$ cat src/rtl/vedicdivider_seq.sv
// vedicdivider_seq -- sequential restoring divider, one quotient bit per clock.
//
// Divides an unsigned DATA_WIDTH-bit dividend by an unsigned DATA_WIDTH/2-bit
// divisor, producing a DATA_WIDTH-bit quotient and DATA_WIDTH/2-bit remainder.
// Valid/ready handshake on both the operand side and the result side.
//
// Ports:
//   clk, rst      clock; asynchronous active-high reset
//   inValid       operands present on inData_A / inData_B
//   outReady      divider idle and able to accept operands
//   inData_A      dividend (DATA_WIDTH bits)
//   inData_B      divisor  (DATA_WIDTH/2 bits)
//   outValid      result valid, held until inReady
//   inReady       consumer takes the result
//   outData_Q     quotient  (DATA_WIDTH bits)
//   outData_R     remainder (DATA_WIDTH/2 bits)
//   outDivZero    divisor was zero (valid with outValid)
//
// Optional feature: define VEDICDIV_DIVZERO_EN to short-circuit a zero divisor
// (result after one CALC cycle, outDivZero=1). Without it a zero divisor runs
// the normal loop, which naturally yields Q=all ones, R=dividend low half.

module vedicdivider_seq #(
    parameter int DATA_WIDTH = 8
) (
    input  logic                    clk,
    input  logic                    rst,
    input  logic                    inValid,
    output logic                    outReady,
    input  logic [DATA_WIDTH-1:0]   inData_A,
    input  logic [DATA_WIDTH/2-1:0] inData_B,
    output logic                    outValid,
    input  logic                    inReady,
    output logic [DATA_WIDTH-1:0]   outData_Q,
    output logic [DATA_WIDTH/2-1:0] outData_R,
    output logic                    outDivZero
);
    localparam int DW = DATA_WIDTH;
    localparam int HW = DATA_WIDTH / 2;
    localparam int CW = $clog2(DATA_WIDTH + 1);

    typedef enum logic [1:0] {IDLE, CALC, DONE} state_t;

    state_t        state, state_n;
    logic [DW-1:0] dq;      // dividend bits shift out the top, quotient bits in the bottom
    logic [HW-1:0] dvs;     // captured divisor
    logic [HW-1:0] prt;     // stored partial remainder (always < divisor between steps)
    logic [CW-1:0] cnt;     // steps remaining

    logic          load, step, fin;
    logic [HW:0]   rem_sh;  // working partial remainder, one bit wider than divisor
    logic          ge;
    logic [HW-1:0] rem_nx;
    logic [DW-1:0] q_nx;

`ifdef VEDICDIV_DIVZERO_EN
    logic          zskip;
`endif

    // One restoring step: bring in the next dividend bit, trial-subtract.
    // With a zero divisor every step "subtracts" 0, so the top bit of rem_sh
    // is simply dropped and the low half ends up holding the last dividend bits.
    always_comb begin
        rem_sh = {prt, dq[DW-1]};
        ge     = (rem_sh >= {1'b0, dvs});
        rem_nx = ge ? HW'(rem_sh - {1'b0, dvs}) : rem_sh[HW-1:0];
        q_nx   = {dq[DW-2:0], ge};
    end

    always_ff @(posedge clk or posedge rst) begin
        if (rst) state <= IDLE;
        else     state <= state_n;
    end

    always_comb begin
        state_n  = state;
        outReady = 1'b0;
        outValid = 1'b0;
        load     = 1'b0;
        step     = 1'b0;
        fin      = 1'b0;
`ifdef VEDICDIV_DIVZERO_EN
        zskip    = 1'b0;
`endif
        case (state)
            IDLE: begin
                outReady = 1'b1;
                if (inValid) begin
                    load    = 1'b1;
                    state_n = CALC;
                end
            end
            CALC: begin
`ifdef VEDICDIV_DIVZERO_EN
                if (dvs == '0) begin
                    zskip   = 1'b1;
                    state_n = DONE;
                end else
`endif
                begin
                    step = 1'b1;
                    if (cnt == CW'(1)) begin
                        fin     = 1'b1;
                        state_n = DONE;
                    end
                end
            end
            DONE: begin
                outValid = 1'b1;
                // release here; IDLE is only reached next cycle, so no same-edge accept
                if (inReady) state_n = IDLE;
            end
            default: state_n = IDLE;
        endcase
    end

    always_ff @(posedge clk or posedge rst) begin
        if (rst) begin
            dq        <= '0;
            dvs       <= '0;
            prt       <= '0;
            cnt       <= '0;
            outData_Q <= '0;
            outData_R <= '0;
        end else begin
            if (load) begin
                dq  <= inData_A;
                dvs <= inData_B;
                prt <= '0;
                cnt <= CW'(DW);
            end
            if (step) begin
                dq  <= q_nx;
                prt <= rem_nx;
                cnt <= cnt - CW'(1);
            end
            if (fin) begin
                outData_Q <= q_nx;
                outData_R <= rem_nx;
            end
`ifdef VEDICDIV_DIVZERO_EN
            if (zskip) begin
                outData_Q <= '1;
                outData_R <= dq[HW-1:0];  // dq still holds the untouched dividend
            end
`endif
        end
    end

`ifdef VEDICDIV_DIVZERO_EN
    always_ff @(posedge clk or posedge rst) begin
        if (rst)        outDivZero <= 1'b0;
        else if (zskip) outDivZero <= 1'b1;
        else if (fin)   outDivZero <= 1'b0;
    end
`else
    assign outDivZero = 1'b0;
`endif

endmodule
$ cat config.mk
export PLATFORM = sky130hd
export DESIGN_NAME = vedicdivider_seq
export DESIGN_NICKNAME = d
export VERILOG_FILES = /design/src/rtl/vedicdivider_seq.sv
export SDC_FILE = /design/constraint.sdc
export NUM_CORES = 1
export LEC_CHECK = 0
export ABC_AREA = 1
export BUFFER_PORTS_ARGS = -buffer_cell sky130_fd_sc_hd__buf_2
export CAP_MARGIN = 0
export CORE_AREA = 3 3 52 77
export CTS_BUF_LIST = sky130_fd_sc_hd__clkbuf_4
export DETAILED_ROUTE_END_ITERATION = 8
export DIE_AREA = 0 0 55 80
export PLACE_DENSITY_LB_ADDON = 0.2
export SLEW_MARGIN = 20
export SYNTH_ARGS = -nofsm -noshare
export SYNTH_HDL_FRONTEND = slang
export SYNTH_SLANG_ARGS = --single-unit
export TNS_END_PERCENT = 30
$ cat constraint.sdc
create_clock -name clk -period 1.45 [get_ports clk]
set_input_delay 0.0725 -clock clk [delete_from_list [all_inputs] [get_ports clk]]
set_output_delay 0.0725 -clock clk [all_outputs]
set_load 0.005 [all_outputs]
# Word-level counts from Yosys, hierarchy flattened
# Index checks and enable logic that the tools add are counted.
# classes
add_sub_neg,2
magnitude_cmp,1
n_eq_ne,6
muxes,18
n_reduce_logical,3
# ops
operator,count
4-bit 2-to-1 mux,5
8-bit 2-to-1 mux,2
1-bit 2-to-1 mux,7
2-bit 2-to-1 mux,3
"2-bit != test, second input constant",3
2-bit case mux with 3 select lines,1
5-bit by 4-bit >= comparator with 1-bit output,1
"4-bit by 1-bit == test with 1-bit output, second input constant",1
"4-bit by 1-bit subtractor with 4-bit output, second input constant",1
4-bit subtractor,1
3-bit AND reduction,1
"2-bit by 1-bit == test with 1-bit output, second input constant",1
"2-bit == test, second input constant",1
2-bit zero test,1
2-bit nonzero test,1
# totals
reg_bits,34
input_bits,16
out_inout_bits,15
word_cells,37

# Longest topological paths before layout
# Gate-level depths: netlist (run 1).
# depth
ltp_word,4
mapped_depth,12
ltp_nobuf,12

# Worst setup path before layout (run 1)
# Ideal clock, no wire load.
# synth_path
kind,register to register
startpoint,register dq[7]
endpoint,register outData_R[2]
setup_ps,118
arrival_ps,1318
t_required_ps,1332
slack_ps,14
stages_incl_launch_ff,9
n_path_buf,0
period_less_slack_ps,1436
path_cell_list,dfrtp_1 -> inv_1 -> ha_1 -> inv_1 -> fa_1 -> xnor2_1 -> nand2_1 -> nand3_1 -> nand2_1
# synth_via
elab_chain_cells,2
word_cells_on_any_way,3
classes_between,add/sub: 1; order compare: 1; mux: 1
# synth_rtl
element,line,text
start: declaration,45,logic [DW-1:0] dq;
start signal: assignment,127,dq <= inData_A;
start signal: assignment,133,dq <= q_nx;
4-bit subtractor / 5-bit by 4-bit >= comparator with 1-bit output (equally long branches),"66, 65",
4-bit 2-to-1 mux (*),66,"rem_nx = ge ? HW'(rem_sh - {1'b0, dvs}) : rem_sh[HW-1:0];"
end signal: assignment,139,outData_R <= rem_nx;
end: declaration,35,"output logic [DATA_WIDTH/2-1:0] outData_R,"
# Every way passes the cells marked *; elsewhere a longest branch is shown, timed or not.
# A chain may end at the register's enable or synchronous reset.

# Worst setup path after layout (run 1)
# layout_path
startpoint,register dq[7]
endpoint,register prt[2]
# layout_via
elab_chain_cells,3
word_cells_on_any_way,4
classes_between,add/sub: 1; order compare: 1; mux: 2
# layout_rtl
element,line,text
4-bit subtractor / 5-bit by 4-bit >= comparator with 1-bit output (equally long branches),"66, 65",
4-bit 2-to-1 mux (*),66,
4-bit 2-to-1 mux (*),132,if (step) begin
end signal: assignment,134,prt <= rem_nx;
end: declaration,47,logic [HW-1:0] prt;
# Marks and branches as above.

==> metrics.txt, run 1 <==
# TYPE chip_impl_metric gauge
chip_impl_metric{name="viasPerCell",unit=""} 5.046
chip_impl_metric{name="depth_of_the_cts_h_tree",unit=""} 2
chip_impl_metric{name="detail_route.iter0.violations",unit=""} 41
chip_impl_info{name="run_status",value="complete, but fails checks"} 1
chip_impl_info{name="cp-end-kind",value="flop"} 1
chip_impl_metric{name="switching_power_share_of_the_total",unit="%"} 44.43
chip_impl_metric{name="cp.arrival",unit="ns"} 1.73
chip_impl_metric{name="achievable_freq",unit="MHz"} 670.1
chip_impl_metric{name="antenna_left",unit=""} 0
chip_impl_metric{name="final.setup_skew",unit="ns"} 0.01230
chip_impl_info{name="failed_checks",value="negative setup slack"} 1
chip_impl_metric{name="clk-insertion-delay-late",unit="ns"} 0.33
chip_impl_metric{name="final_layout_size_suffix_gt1_share",unit="%"} 36.93
chip_impl_metric{name="layout_area_overhead",unit="%"} 31.09
chip_impl_metric{name="post_synth_instance_area",unit="sq um"} 1694
chip_impl_metric{name="fin_total_pwr",unit="mW"} 5.502
chip_impl_info{name="netlist_top_cells_area",value="dfrtp_1, nand2_1, inv_1"} 1
chip_impl_metric{name="cts_num_sinks",unit=""} 34
chip_impl_metric{name="synth_area_per_cell",unit="sq um"} 9.207
chip_impl_metric{name="cellInternalPower",unit="mW"} 3.057
chip_impl_metric{name="postRouteWirelength",unit="um"} 3652
chip_impl_metric{name="final-max-slew-violation-count",unit=""} 0
chip_impl_metric{name="yosysUniqueCellTypes",unit=""} 28
chip_impl_info{name="synth_top_cell_by_area",value="dfrtp_1"} 1
chip_impl_metric{name="netlist_instances",unit=""} 184
chip_impl_metric{name="globalRouteOverflowTotal",unit=""} 0
chip_impl_metric{name="port_buffers",unit=""} 29
chip_impl_info{name="grt_setup_unrepaired",value="true"} 1
chip_impl_metric{name="die-area",unit="sq um"} 4400
chip_impl_metric{name="initial_antenna_violation_count",unit=""} 0
chip_impl_metric{name="yosysSeqAreaShare",unit="%"} 50.22
chip_impl_metric{name="yosysTopAreaCellShare",unit="%"} 50.22
chip_impl_metric{name="p_sw",unit="mW"} 2.444
chip_impl_metric{name="syn-num-nets",unit=""} 207
chip_impl_metric{name="share_of_flip_flops_with_an_asynchronous_set_or_reset_after_synthesis",unit="%"} 100.0
chip_impl_metric{name="cp_num_buf_inv",unit=""} 2
chip_impl_metric{name="p_leak",unit="nW"} 1.144
chip_impl_metric{name="power.density_cell_area",unit="nW/um^2"} 2477
chip_impl_metric{name="final.fill_count",unit=""} 309
chip_impl_metric{name="via_count",unit=""} 1428
chip_impl_info{name="cts_root_buffer",value="clkbuf_4"} 1
chip_impl_metric{name="antennaDiodeCount",unit=""} 0
chip_impl_metric{name="firstDrtPassIters",unit=""} 4
chip_impl_metric{name="worst_path_largest_cell_delay",unit="ns"} 0.39
chip_impl_info{name="hold_path_class",value="input pin to flop"} 1
chip_impl_info{name="synthMostInstantiatedCell",value="nand2_1"} 1
chip_impl_metric{name="die_height",unit="um"} 80
chip_impl_metric{name="fp.dieW",unit="um"} 55
chip_impl_info{name="synth_top_flop_cell",value="dfrtp_1"} 1
chip_impl_metric{name="grt_pass1_vias",unit=""} 1510
chip_impl_metric{name="finalNetCount",unit=""} 264
chip_impl_metric{name="final.setup.worst_slack",unit="ns"} -0.04224
chip_impl_metric{name="seq_power_share",unit="%"} 30.8
chip_impl_info{name="cts_tree",value="built"} 1
chip_impl_metric{name="reg2reg_slack",unit="ns"} -0.04
chip_impl_metric{name="pin_count",unit=""} 31
chip_impl_metric{name="fin_setup_tns",unit="ns"} -0.1036
chip_impl_metric{name="crit_path_max_fanout",unit=""} 2
chip_impl_metric{name="clock_power_share",unit="%"} 8.8
chip_impl_info{name="timing.critical_path.cells",value="inv_2, ha_4, inv_2, fa_2, xnor2_1, nand2_1, nand3_1, nand2_1"} 1
chip_impl_metric{name="synth_edf_count",unit=""} 0
chip_impl_info{name="worst-setup-path-type",value="flop to flop"} 1
chip_impl_metric{name="rows",unit=""} 26
chip_impl_metric{name="gr-usage-all-layers",unit="%"} 19.81
chip_impl_metric{name="initial_core_util",unit="%"} 49.13
chip_impl_metric{name="postLayoutCoreUtil",unit="%"} 64.40
chip_impl_metric{name="core_region_area",unit="sq um"} 3448
chip_impl_metric{name="cts_made_buffers",unit=""} 5
chip_impl_metric{name="ys_seq_elements",unit=""} 34
chip_impl_metric{name="setup-violations-final",unit=""} 4
chip_impl_metric{name="hold_viol",unit=""} 0
chip_impl_metric{name="min_period",unit="ns"} 1.492
chip_impl_metric{name="place.gp.congestion",unit=""} 0.9071
chip_impl_metric{name="yosys_warnings",unit=""} 0
chip_impl_metric{name="first_pass_grt_wire_length",unit="um"} 6348
chip_impl_metric{name="worst_setup_hold_path_clk_slew",unit="ns"} 0.11
chip_impl_info{name="critPathLaunchType",value="flop"} 1
chip_impl_metric{name="clock_path_buffers",unit=""} 2
chip_impl_metric{name="detailedPlacementHpwl",unit="um"} 2648
chip_impl_metric{name="vdd_ir_drop_max",unit="mV"} 2.028
chip_impl_info{name="yosys-top-cells-count",value="nand2_1, dfrtp_1, inv_1"} 1
chip_impl_metric{name="worstPathRequired",unit="ns"} 1.69
chip_impl_metric{name="power.share.combinational",unit="%"} 60.4
chip_impl_info{name="cpLargestDelayFamily",value="adder cells"} 1
chip_impl_metric{name="cap_viol_max_count",unit=""} 0
chip_impl_metric{name="pin_count_of_the_biggest_net_entering_global_routing",unit=""} 35
chip_impl_metric{name="post-route-drc-count",unit=""} 0
chip_impl_info{name="critPathSlowestCell",value="dfrtp_1"} 1
chip_impl_metric{name="post-route-period-util",unit="%"} 102.9
chip_impl_metric{name="wire_per_inst",unit="um"} 12.90
state kept, by name (all words and copies together) (netlist names):
| register | cells |
|---|---|
| cnt | 4 |
| dq | 8 |
| dvs | 4 |
| outData_Q | 8 |
| outData_R | 4 |
| prt | 4 |
| state | 2 |
path summary, 6_finish.rpt:
path / startpoint / to / cells past startpoint
max reg2reg: dq[7] / prt[2] / 8
max in group asynchronous: rst / outData_R[3] / 4
min reg2reg: outData_R[3] / outData_R[3] / 2
max: dq[7] / prt[2] / 8
min in group asynchronous: rst / dvs[3] / 4
min: inValid / state[0] / 3
cell type report:
class	instances	area [sq um]	share of cell area [%]
Clock inverter	2	10.01	0.4507
Timing Repair Buffer	56	395.4	17.80
Inverter	25	96.34	4.338
Multi-Input combinational cell	119	778.2	35.04
Clock buffer	5	37.54	1.690
Tap cell	42	52.55	2.366
Sequential cell	34	850.8	38.31
metrics by stage:
stage | area, sq um | hold slack, ns | cells | worst slack [ns]
finish | 2221 | 0.02783 | 283 | -0.04224
CTS | 2165 | 0.02235 | 282 | -0.01245
detailed placement | 1919 | 0.1922 | 259 | -0.07141
global placement | 1919 | 0.1770 | 259 | -0.03266
floorplan | 1694 | 0.1588 | 184 | 0.01444
global route | 2221 | 0.02130 | 283 | -0.1107
routing by layer:
metal,GRT usage [%],up-vias,share of wire (%)
met4,7.543,0,1.8
met3,4.860,7,3.1
met1,21.45,697,41
li1,-,704,-
met5,0,-,0
met2,35.19,20,54
timing repair:
| action | in CTS | in global routing |
|---|---|---|
| hold endpoints to repair | 47 | 0 |
| resized for setup | 11 | 12 |
| buffers inserted | 2 | 1 |
| setup endpoints to repair | 8 | 18 |
| hold buffers | 14 | 0 |
| pin swaps | 6 | 7 |
power groups by stage:
stage                     clock [mW]  combinational (mW)  sequential, mW
final                          0.486                3.32            1.69
after global placement             0                2.72            1.67
after global routing           0.555                3.78            1.75
after detailed placement           0                2.81            1.69
after CTS                      0.508                3.06            1.68
after floorplan                    0                2.02            1.65
kinds of logic after synthesis:
| group | Yosys count | share of synthesized area, % |
|---|---|---|
| flip-flops | 34 | 50.22 |
| adder cells (fa/ha/maj) | 7 | 5.613 |
| AND/OR/NAND/NOR | 77 | 20.68 |
| buffers and inverters | 31 | 9.232 |
| XOR/XNOR | 1 | 0.5171 |
| AO/OA/AOI/OAI | 33 | 13.52 |
| other | 1 | 0.2214 |
worst reg2reg max path: cells and delay by family, from the launching register on:
kind	cells	cell delay (ns)
adder cells (fa/ha/maj)	2	0.48
buffers and inverters	2	0.13
AND/OR/NAND/NOR	3	0.23
XOR/XNOR	1	0.18
flip-flops	1	0.39
cell usage in the layout, fill, tap and decap left out, types with 7 or more instances in the layout:
| cell | count |
|---|---|
| nand3_1 | 8 |
| inv_2 | 8 |
| nand2_2 | 8 |
| dfrtp_1 | 34 |
| dlygate4sd3_1 | 14 |
| inv_1 | 16 |
| o21ai_1 | 11 |
| buf_2 | 29 |
| buf_4 | 12 |
| o21ai_2 | 7 |
| nand2_1 | 45 |
(Power assumes the default switching activity.)
==> inputs of run 2 (changes only) <==
--- a/config.mk
+++ b/config.mk
@@ -8,10 +8,10 @@
 export ABC_AREA = 1
 export BUFFER_PORTS_ARGS = -buffer_cell sky130_fd_sc_hd__buf_2
 export CAP_MARGIN = 0
-export CORE_AREA = 3 3 52 77
+export CORE_AREA = 3 3 49 73
 export CTS_BUF_LIST = sky130_fd_sc_hd__clkbuf_4
 export DETAILED_ROUTE_END_ITERATION = 8
-export DIE_AREA = 0 0 55 80
+export DIE_AREA = 0 0 52 76
 export PLACE_DENSITY_LB_ADDON = 0.2
 export SLEW_MARGIN = 20
 export SYNTH_ARGS = -nofsm -noshare
==> constraint.sdc (replaced) <==
create_clock -name clk -period 1.7 [get_ports clk]
set_input_delay 0.085 -clock clk [delete_from_list [all_inputs] [get_ports clk]]
set_output_delay 0.085 -clock clk [all_outputs]
set_load 0.005 [all_outputs]
==> metrics.txt, run 2 (synthesis gave the netlist of run 1 again) <==
# TYPE chip_impl_metric gauge
chip_impl_info{name="run_status",value="finished clean"} 1
chip_impl_info{name="registers_with_the_highest_flip_flop_counts",value="dq: 8 flops, outData_Q: 8 flops"} 1
chip_impl_metric{name="worst_path_largest_cell_delay",unit="ns"} 0.39
chip_impl_metric{name="detail_route.iter0.violations",unit=""} 61
chip_impl_metric{name="cp_num_buf_inv",unit=""} 2
chip_impl_metric{name="crit_path_max_fanout",unit=""} 3
chip_impl_metric{name="first_pass_grt_wire_length",unit="um"} 6127
chip_impl_metric{name="post-route-drc-count",unit=""} 0
chip_impl_metric{name="postRouteWirelength",unit="um"} 3610
chip_impl_metric{name="detailedPlacementHpwl",unit="um"} 2469
chip_impl_metric{name="cts_num_sinks",unit=""} 34
chip_impl_metric{name="worstPathRequired",unit="ns"} 1.94
chip_impl_metric{name="rows",unit=""} 24
chip_impl_metric{name="final-max-slew-violation-count",unit=""} 0
chip_impl_info{name="cts_tree",value="built"} 1
chip_impl_metric{name="layout_area_overhead",unit="%"} 22.53
chip_impl_metric{name="power.density_cell_area",unit="nW/um^2"} 2057
chip_impl_metric{name="worst-path-stages",unit=""} 8
chip_impl_metric{name="final.setup_skew",unit="ns"} 0.01263
chip_impl_metric{name="achievable_freq",unit="MHz"} 644.5
chip_impl_metric{name="pin_count_of_the_biggest_net_entering_global_routing",unit=""} 35
chip_impl_metric{name="post_cts.repair.setup_buffers",unit=""} 0
chip_impl_metric{name="cts_made_buffers",unit=""} 5
chip_impl_metric{name="min_period",unit="ns"} 1.552
chip_impl_metric{name="clk-insertion-delay-late",unit="ns"} 0.35
chip_impl_metric{name="hold_viol",unit=""} 0
chip_impl_info{name="critPathLaunchType",value="flop"} 1
chip_impl_metric{name="clock_path_buffers",unit=""} 2
chip_impl_metric{name="vdd_ir_drop_max",unit="mV"} 1.356
chip_impl_metric{name="die_height",unit="um"} 76
chip_impl_metric{name="core_region_area",unit="sq um"} 2973
chip_impl_info{name="final_common_cell",value="nand2_1"} 1
chip_impl_info{name="cts_root_buffer",value="clkbuf_4"} 1
chip_impl_metric{name="antennaDiodeCount",unit=""} 0
chip_impl_metric{name="cp.arrival",unit="ns"} 1.79
chip_impl_metric{name="final_layout_size_suffix_gt1_share",unit="%"} 27.27
chip_impl_metric{name="worst_setup_hold_path_clk_slew",unit="ns"} 0.11
chip_impl_metric{name="viasPerCell",unit=""} 5.056
chip_impl_info{name="hold_path_class",value="input pin to flop"} 1
chip_impl_metric{name="hold-worst-slack",unit="ns"} 0.02215
chip_impl_metric{name="initial_antenna_violation_count",unit=""} 0
chip_impl_info{name="timing.critical_path.cells",value="inv_2, ha_2, inv_1, fa_1, xnor2_1, nand2_1, nand3_1, nand2_1"} 1
chip_impl_info{name="mostFrequentLayoutCells",value="nand2_1, dfrtp_1, buf_2, inv_1, dlygate4sd3_1"} 1
chip_impl_info{name="critical_path.most_common_cell",value="nand2_1"} 1
chip_impl_metric{name="place.gp.congestion",unit=""} 0.8631
chip_impl_metric{name="port_buffers",unit=""} 29
chip_impl_metric{name="setup-violations-final",unit=""} 0
chip_impl_metric{name="gr-usage-all-layers",unit="%"} 20.69
chip_impl_metric{name="fp.dieW",unit="um"} 52
chip_impl_metric{name="wire_per_inst",unit="um"} 13.37
chip_impl_metric{name="ff2ff_path_depth",unit=""} 8
chip_impl_metric{name="firstDrtPassIters",unit=""} 4
chip_impl_metric{name="post-route-period-util",unit="%"} 91.28
chip_impl_info{name="grt_setup_unrepaired",value="false"} 1
chip_impl_info{name="cpLargestDelayFamily",value="adder cells"} 1
chip_impl_metric{name="die-area",unit="sq um"} 3952
chip_impl_metric{name="globalRouteOverflowTotal",unit=""} 0
chip_impl_metric{name="fin_setup_tns",unit="ns"} 0
chip_impl_metric{name="depth_of_the_cts_h_tree",unit=""} 2
chip_impl_metric{name="final.fill_count",unit=""} 227
chip_impl_metric{name="finalNetCount",unit=""} 253
chip_impl_metric{name="grt_pass1_vias",unit=""} 1443
chip_impl_info{name="critPathSlowestCell",value="dfrtp_1"} 1
chip_impl_metric{name="cap_viol_max_count",unit=""} 0
chip_impl_metric{name="initial_core_util",unit="%"} 56.99
chip_impl_metric{name="p_leak",unit="nW"} 1.095
chip_impl_metric{name="via_count",unit=""} 1365
chip_impl_metric{name="antenna_left",unit=""} 0
chip_impl_metric{name="pin_count",unit=""} 31
chip_impl_info{name="cp-end-kind",value="flop"} 1
chip_impl_metric{name="hold_depth",unit=""} 3
chip_impl_info{name="worst-setup-path-type",value="flop to flop"} 1
run 2: changes by cell type in the layout (fill, tap and decap cells not counted), moves of 3 or more:
| cell | change |
|---|---|
| buf_4 | -10 |
| nand2_1 | +6 |
| inv_1 | +5 |
| inv_2 | -5 |
| nand2_2 | -5 |
| nand3_1 | +3 |
| nand3_2 | -3 |
run 2: per-stage QoR:
| step | cell area (sq um) | power (mW) | worst slack, ns | instances | utilization (%) |
|---|---|---|---|---|---|
| final | 2076 | 4.270 | 0.1483 | 270 | 69.82 |
| after global routing | 2076 | 4.680 | 0.01713 | 270 | 69.82 |
| after CTS | 2061 | 4.256 | 0.07990 | 270 | 69.32 |
| after detailed placement | 1843 | 3.623 | 0.1044 | 248 | 61.99 |
| after global placement | 1843 | 3.510 | 0.1937 | 248 | 61.99 |
| after floorplan | 1694 | 3.133 | 0.2644 | 184 | - |
run 2: worst paths after layout:
check	startpoint	endpoint	slack, ns
worst min-delay path	inValid	state[0]	0.02
max in group asynchronous	rst	outData_Q[4]	1.02
min in group asynchronous	rst	outData_Q[1]	0.37
worst max-delay path	dq[7]	outData_R[2]	0.15
worst max register to register	dq[7]	outData_R[2]	0.15
worst min register to register	outData_Q[6]	outData_Q[6]	0.48
run 2: layer usage:
metal	global-route usage [%]	routed length, um	part of all wire [%]
met1	21.91	1416	39
met2	35.89	1946	54
met3	4.110	145	4.0
met4	12.34	102	2.8
met5	0	0	0
run 2: worst reg2reg max path, delay by kind of cell, from the launching register on:
family,cells,cell delay [ns]
buf+inv,2,0.13
simple gates,3,0.21
fa+ha+maj,2,0.54
flops,1,0.39
xor+xnor,1,0.17
run 2: where the power goes:
part / total (mW) / internal (mW) / switching, mW
Clock: 0.584 / 0.304 / 0.280
Sequential: 1.43 / 1.20 / 0.228
Combinational: 2.25 / 0.895 / 1.36
Total: 4.27 / 2.40 / 1.87
run 2: repair_timing:
| item | CTS | global route |
|---|---|---|
| hold endpoints to repair | 47 | 0 |
| endpoints found under the setup margin | 0 | 2 |
| hold buffers | 14 | 0 |
| gates resized for setup | 0 | 3 |
run 2: layout make-up:
type	count	area (sq um)	share of cell area (%)
repair buffers	45	300.3	14.47
multi-input cells	119	701.9	33.82
clock inverters	3	40.04	1.929
inverters	25	96.34	4.641
flip-flops and latches	34	850.8	40.99
well taps	39	48.80	2.351
clock buffers	5	37.54	1.808
